==> src/rtl/nrisc_pkg.sv <==
// Shared definitions for the processor-side register bank sequencer:
// instruction classes, sequencer states and instruction field positions.
package nrisc_pkg;

  localparam int LARGURA = 8;
  localparam int NREG    = 8;
  localparam int REG_W   = $clog2(NREG);

  // Instruction class encodings (Instr[7:6]); RES behaves as NOP
  localparam logic [1:0] CLASSE_NOP  = 2'b00;
  localparam logic [1:0] CLASSE_ULA  = 2'b01;
  localparam logic [1:0] CLASSE_IMED = 2'b10;
  localparam logic [1:0] CLASSE_RES  = 2'b11;

  typedef enum logic [2:0] {
    OCIOSO,
    LEITURA,
    EXECUCAO,
    ESCRITA,
    RETIRA
  } estado_t;

  localparam int CLASSE_MSB = 7;
  localparam int CLASSE_LSB = 6;
  localparam int RA_MSB     = 5;
  localparam int RA_LSB     = 3;
  localparam int RB_MSB     = 2;
  localparam int RB_LSB     = 0;

endpackage

==> src/rtl/decodificador_instr.sv <==
// Combinational split of an instruction word into class and register fields.
module decodificador_instr
  import nrisc_pkg::*;
(
  input  logic [7:0]       Instr,
  output logic [1:0]       Classe,
  output logic [REG_W-1:0] Ra,
  output logic [REG_W-1:0] Rb
);

  assign Classe = Instr[CLASSE_MSB:CLASSE_LSB];
  assign Ra     = Instr[RA_MSB:RA_LSB];
  assign Rb     = Instr[RB_MSB:RB_LSB];

endmodule

==> src/rtl/sequenciador_banco.sv <==
// Access sequencer between the processor and the 8 x 8-bit register bank.
// Takes one instruction at a time, reads operands for the ULA, and writes
// the ULA result or an immediate back through the bank write port.
//
// state    | meaning
// ---------+------------------------------------------------------------
// OCIOSO   | idle, InstrPronto = !Halt, accepts and decodes an instruction
// LEITURA  | bank read addresses valid, operands captured at the edge
// EXECUCAO | operands offered to the ULA, waits for ResultadoValido
// ESCRITA  | one-cycle write of RA with the latched data
// RETIRA   | retired-instruction counter increments
module sequenciador_banco
  import nrisc_pkg::*;
(
  input  logic               Clock,
  input  logic               Reset,
  input  logic               Halt,
  input  logic [7:0]         Instr,
  input  logic               InstrValido,
  output logic               InstrPronto,
  output logic [REG_W-1:0]   RegLido1,
  output logic [REG_W-1:0]   RegLido2,
  input  logic [LARGURA-1:0] Dado1,
  input  logic [LARGURA-1:0] Dado2,
  output logic [LARGURA-1:0] OperandoA,
  output logic [LARGURA-1:0] OperandoB,
  output logic               OperandosValido,
  input  logic [LARGURA-1:0] Resultado,
  input  logic               ResultadoValido,
  output logic               EscreveReg,
  output logic [REG_W-1:0]   RegEscrito,
  output logic [LARGURA-1:0] DadoEscrito,
  output logic [7:0]         ContInstr
);

  logic [1:0]       classeDec;
  logic [REG_W-1:0] raDec;
  logic [REG_W-1:0] rbDec;
  estado_t          estado;
  estado_t          estadoProx;
  logic             aceita;
  logic [REG_W-1:0] raReg;

  decodificador_instr uDecodificador (
    .Instr  (Instr),
    .Classe (classeDec),
    .Ra     (raDec),
    .Rb     (rbDec)
  );

  // Next-state selection and the state-derived handshake/write outputs
  always_comb begin
    estadoProx      = estado;
    InstrPronto     = 1'b0;
    OperandosValido = 1'b0;
    EscreveReg      = 1'b0;
    aceita          = 1'b0;
    case (estado)
      OCIOSO: begin
        InstrPronto = !Halt;
        if (InstrValido && !Halt) begin
          aceita = 1'b1;
          case (classeDec)
            CLASSE_ULA:  estadoProx = LEITURA;
            CLASSE_IMED: estadoProx = ESCRITA;
            default:     estadoProx = RETIRA;
          endcase
        end
      end
      LEITURA:  estadoProx = EXECUCAO;
      EXECUCAO: begin
        OperandosValido = 1'b1;
        if (ResultadoValido) estadoProx = ESCRITA;
      end
      ESCRITA: begin
        // A write stalled by Halt is replayed once Halt drops
        EscreveReg = !Halt;
        estadoProx = RETIRA;
      end
      RETIRA:   estadoProx = OCIOSO;
      default:  estadoProx = OCIOSO;
    endcase
  end

  // State register; Halt freezes the sequence, Reset overrides Halt
  always_ff @(posedge Clock) begin
    if (Reset) begin
      estado <= OCIOSO;
    end else if (!Halt) begin
      estado <= estadoProx;
    end
  end

  // Datapath registers: destination, read addresses, operands, write data, counter
  always_ff @(posedge Clock) begin
    if (Reset) begin
      raReg       <= '0;
      RegLido1    <= '0;
      RegLido2    <= '0;
      OperandoA   <= '0;
      OperandoB   <= '0;
      DadoEscrito <= '0;
      ContInstr   <= '0;
    end else if (!Halt) begin
      if (aceita) begin
        raReg <= raDec;
        // Addresses are loaded on accept so they are already valid during LEITURA
        if (classeDec == CLASSE_ULA) begin
          RegLido1 <= raDec;
          RegLido2 <= rbDec;
        end
        if (classeDec == CLASSE_IMED) begin
          DadoEscrito <= {{(LARGURA-REG_W){1'b0}}, rbDec};
        end
      end
      if (estado == LEITURA) begin
        OperandoA <= Dado1;
        OperandoB <= Dado2;
      end
      if (estado == EXECUCAO && ResultadoValido) begin
        DadoEscrito <= Resultado;
      end
      if (estado == RETIRA) begin
        ContInstr <= ContInstr + 8'd1;
      end
    end
  end

  assign RegEscrito = raReg;

endmodule

==> config.mk <==
export PLATFORM = sky130hd
export DESIGN_NAME = sequenciador_banco
export DESIGN_NICKNAME = d
export VERILOG_FILES = /design/src/rtl/nrisc_pkg.sv /design/src/rtl/decodificador_instr.sv /design/src/rtl/sequenciador_banco.sv
export SDC_FILE = /design/constraint.sdc
export NUM_CORES = 1
export LEC_CHECK = 0
export ABC_AREA = 1
export BUFFER_PORTS_ARGS = -buffer_cell sky130_fd_sc_hd__buf_2
export CAP_MARGIN = 0
export CORE_MARGIN = 2
export CORE_UTILIZATION = 47
export DETAILED_ROUTE_END_ITERATION = 10
export PLACE_DENSITY = 0.89
export SYNTH_ARGS = -nofsm -noshare
export SYNTH_HDL_FRONTEND = slang
export SYNTH_SLANG_ARGS = --single-unit
==> constraint.sdc <==
create_clock -name Clock -period 1.5 [get_ports Clock]
set_input_delay 0.15 -clock Clock [delete_from_list [all_inputs] [get_ports Clock]]
set_output_delay 0.15 -clock Clock [all_outputs]
set_load 0.02 [all_outputs]
Word level (Yosys, flattened, before mapping)
Index checks and enable logic that the tools add are counted.
{ "classes": {"eq_ne": 8, "reduce_logical": 12, "n_bitwise": 1, "n_mux": 12, "n_addsub": 1} }
{ "ops": {"columns": ["op", "n"], "rows": [
  ["2-to-1 mux 8 bit", 3],
  ["one-hot mux 3 bit (4 select lines)", 1],
  ["AND reduction 3 bit", 3],
  ["adder 8 x 1 -> 8 bit (second input constant)", 1],
  ["== test 3 x 2 -> 1 bit (second input constant)", 2],
  ["2-to-1 mux 3 bit", 2],
  ["one-hot mux 3 bit (2 select lines)", 1],
  ["AND reduction 2 bit", 3],
  ["2-to-1 mux 1 bit", 5],
  ["inequality test 2 bit (second input constant)", 2],
  ["nonzero test 2 bit", 2],
  ["== test 3 x 1 -> 1 bit (second input constant)", 1],
  ["== test 3 bit (second input constant)", 1],
  ["zero test 3 bit", 1],
  ["== test 2 x 1 -> 1 bit (second input constant)", 1],
  ["== test 2 bit (second input constant)", 1],
  ["logical AND 1 bit", 2],
  ["zero test 1 bit", 1],
  ["inverter 1 bit", 1]
]} }
{ "word_totals": {"wordCells": 42, "reg_bits": 44, "input_bits": 37, "out_inout_bits": 44} }

Logic depth before layout (Yosys ltp)
{ "logic_depth": {"word_depth": 6, "depth_mapped": 8, "mapped_depth_nobuf": 8} }

Cells and area by module
From an unflattened synthesis, not the netlist that was laid out.
{ "hier_totals": {"hier_cells": 281, "hier_area_um2": 1999.4} }
{ "modules_own_cells": {"columns": ["module", "cells_each", "area_per_inst_um2", "n_inst"], "rows": [
  ["sequenciador_banco", 273, 1939.4, 1],
  ["decodificador_instr", 8, 60.1, 1]
]} }

Least setup slack after synthesis
No wires, ideal clock.
{ "synth_path": {"kind": "register -> register", "from": "register estado[2]", "to": "register DadoEscrito[0]", "path_buffers": 0, "setup_slack_ps": 73, "synth_period_minus_slack_ps": 1427, "setup_ps": 111, "path_stages_with_launch": 9, "t_arrival_ps": 1315, "cell_sequence": "dfxtp_1 inv_2 nand2_1 nor2_1 nand2_1 nand2_1 nand2_1 nor2_1 nor2_1"} }
{ "synth_between": {"elab_chain_cells": 4, "word_cells_on_any_way": 8, "cone_classes": "1 x eq/ne; 2 x mux; 5 x reduce/logical"} }
{ "synth_lines": {"columns": ["item", "line", "source"], "rows": [
  ["start: declaration", "sequenciador_banco.sv:39", "estado_t estado;"],
  ["start signal: assignment", "sequenciador_banco.sv:90", "estado <= estadoProx;"],
  ["== test 3 x 2 -> 1 bit or zero test 3 bit (tied branches)", "sequenciador_banco.sv:120, sequenciador_banco.sv:58", null],
  ["logical AND 1 bit or 2-to-1 mux 1 bit (tied branches)", "sequenciador_banco.sv:120, sequenciador_banco.sv:58", null],
  ["nonzero test 2 bit (no line)", null, null],
  ["AND reduction 3 bit (no line)", null, null],
  ["end signal: assignment", "sequenciador_banco.sv:113", "DadoEscrito <= {{(LARGURA-REG_W){1'b0}}, rbDec};"],
  ["end signal: assignment", "sequenciador_banco.sv:121", "DadoEscrito <= Resultado;"],
  ["end: declaration", "sequenciador_banco.sv:32", "output logic [LARGURA-1:0] DadoEscrito,"]
]} }
Several ways; a longest one is shown, not always the timed one.
A chain may end at the register's enable or synchronous reset.

Final worst setup path
{ "layout_path": {"from": "register estado[0]", "to": "output EscreveReg"} }
{ "layout_between": {"elab_chain_cells": 2} }
{ "layout_lines": {"columns": ["item", "line", "source"], "rows": [
  ["== test 3 x 2 -> 1 bit", "sequenciador_banco.sv:58", "case (estado)"],
  ["2-to-1 mux 1 bit", "sequenciador_banco.sv:58", null],
  ["end: declaration", "sequenciador_banco.sv:30", "output logic EscreveReg,"]
]} }
Every way passes these cells.

==> impl_metrics.yaml <==
flow_run:
  drv_cap: 0
worst_setup_path:
  cp.required_ns: 1.35
  crit_path_max_fanout: 7
  r2r_setup_slack_ns: 0.13
  crit_end: "EscreveReg"
  r2r_cells: 8
  start_kind: "flop"
  end_kind: "output port"
  critPathLaunch: "estado[0]"
  arrival_ns: 1.31
  timing.rr.end: "DadoEscrito[2]"
  setup.worst_path.class: "reg2out"
  r2r-start: "estado[2]"
hold_path:
  hp-class: "in2reg"
  min_from: "Dado2[2]"
drt:
  drt_drc_violations_left: 0
  drt_iter0_drc: 101
  dr.pass1.iters: 4
  vias: 1973
  vias_per_cell: 4.84
  wl_per_cell_um: 11.0
  routed_wl_mm: 4.48
  ant_nets: 0
place:
  dpl.cell_count: 400
  place_ws_ns: 0.125
  dp_hpwl_mm: 3.44
  place_area_um2: 2390
  gp_congestion: 0.847
  io_buffers: 80
logic_synthesis:
  synth_top_flop_cell: "dfxtp_1"
  synth_edf_count: 0
  synthCells: 273
  yosys-top-cells-area: "dfxtp_1 45%, nor2_1 14%, nand2_1 9.7%"
  synth_cell_type_count: 23
  syn-cell-area_um2: 1940
  yosysTopAreaCell: "dfxtp_1"
  synth_nets: 314
  synth_top_area_share_pct: 45.4
  synth_common_cells: "71 x nor2_1, 50 x nand2_1, 44 x dfxtp_1"
  postSynthAreaPerCell_um2: 7.10
  synth_most_common_cell: "nor2_1"
  ys_seq_area_share_pct: 45.4
  synth-seq-cells: 44
  async_flop_share_pct: 0
  ys_warn_count: 0
clocking:
  root_buffer: "clkbuf_8"
  cts_tree: "yes"
  cts_made_buffers: 5
  cts_max_path_buffers: 2
  path_clk_slew_ns: 0.08
  cts.sinks: 44
  htree_levels: 2
  clk_latency_ns: 0.29
  postCtsSetupRepairBufs: 0
grt:
  antenna_found_initial: 0
  grt_pass1_vias: 1796
  gr-total-overflow: 0
  grt_max_degree: 26
  track_usage_pct: 20.9
  grt_pass1_wl_mm: 7.45
timing:
  hold_violations: 0
  timing.final.ws_setup_ns: 0.0411
  slew_viol_final: 0
  worst_pin_slew_ns: 0.362
  whs_ns: 0.0743
  fmax_mhz: 685
  rsz0062_at_grt: "false"
  period_minus_slack_ns: 1.46
  skew_ns: 0.00600
  setup_viol_count_final: 0
  final.period_utilization_pct: 97.3
  max_slew_margin_pct: 75.8
  setup_tns_ns: 0
finish:
  stdcell_count: 408
  nets: 398
  seqCellArea_um2: 882
  drive_gt1_share_pct: 30.2
  area_growth_pct: 28.8
  nFillCells: 365
  multi_input_area_um2: 933
  fin_util_pct: 62.9
  fin_area_um2: 2500
  antenna_cells: 0
die:
  die_area_um2: 4660
  fp-row-count: 23
  io_pins: 81
  die_w_um: 68.2
  fp.coreArea_um2: 3970
  start_util_pct: 48.8
  die_y_um: 68.2
pwr:
  ir_drop_uv: 730
  power_mw: 2.58
  p_leak_nw: 1.31
  power.density_nw_per_um2: 1030
run_status:
  run_status: "finished, final reports clean"
-- state kept, by name, summed over array words and instances (netlist names) --
| signal | flops |
|---|---|
| RegEscrito | 3 |
| OperandoB | 8 |
| RegLido2 | 3 |
| ContInstr | 8 |
| estado | 3 |
| DadoEscrito | 8 |
| OperandoA | 8 |
| RegLido1 | 3 |
-- report_power, final --
part / total (mW) / switching [mW] / leakage [nW] / internal (mW)
clock: 0.760 / 0.386 / 0.0445 / 0.374
sequential: 1.29 / 0.0556 / 0.357 / 1.24
combinational: 0.525 / 0.340 / 0.907 / 0.185
total: 2.58 / 0.782 / 1.31 / 1.80
-- worst max-delay path: stages, from the launching register on --
cell and delay [ns]:
dfxtp_2 0.44, inv_2 0.11, nor3_1 0.25, buf_2 0.21
-- what timing repair did --
action,4_1_cts,5_1_grt
setup endpoints to repair,1,4
resized for setup,1,4
endpoints found under the hold margin,0,0
hold buffers,0,0
-- cell type report --
| type | count | share of cell area (%) |
|---|---|---|
| sequential | 44 | 35.3 |
| tap | 50 | 2.50 |
| clock buffer | 7 | 3.46 |
| clock inverter | 1 | 0.300 |
| timing repair buffer | 83 | 16.9 |
| multi-input combinational | 196 | 37.4 |
| inverter | 27 | 4.16 |
-- cell usage in the layout, fill, tap and decap left out --
master      synthesis  layout
nand3_1            17      17
buf_2               1      80
clkbuf_8            0       6
a31oi_1             1       1
nand3_4             0       1
inv_1              22      22
nor2_4              0       1
nor3_4              1       1
a21oi_1            10      10
buf_4               0       3
nor2_2              5       6
inv_2               4       4
dfxtp_1            44      43
nor2_1             71      69
nor3_1              2       2
dfxtp_2             0       1
nand2_1            50      50
o21ai_0            23      23
o21ai_1             2       2
nand3_2             2       1
nand4_1             5       5
nand4_4             1       1
nand2_2             1       1
clkinvlp_4          0       1
xor2_1              1       1
inv_4               1       1
ha_1                4       4
clkbuf_1            3       1
-- worst min-delay path by stage --
stage / endpoint / slack (ns) / cells after the start
floorplan: OperandoA[2] / 0.28 / 2
global placement: OperandoA[3] / 0.37 / 3
detailed placement: OperandoB[0] / 0.38 / 3
CTS: OperandoB[1] / 0.07 / 3
global route: OperandoA[1] / 0.08 / 3
finish: OperandoB[2] / 0.07 / 3
-- logic make-up after synthesis --
logic type | share of synthesized area, %
AND/OR/NAND/NOR | 34.8
flip-flops | 45.4
AO/OA/AOI/OAI | 9.36
buffers and inverters | 7.35
adder cells (fa/ha/maj) | 2.58
XOR/XNOR | 0.452
-- metal layers --
| layer | GRT usage [%] | vias to the layer above | share of wire [%] |
|---|---|---|---|
| met5 | 0 | - | 0 |
| met4 | 7.50 | 0 | 0.54 |
| met3 | 6.25 | 2 | 7.9 |
| met2 | 36.9 | 64 | 47 |
| met1 | 23.7 | 875 | 44 |
| li1 | - | 1032 | - |
Note: power is estimated with default switching activity, not from simulation.
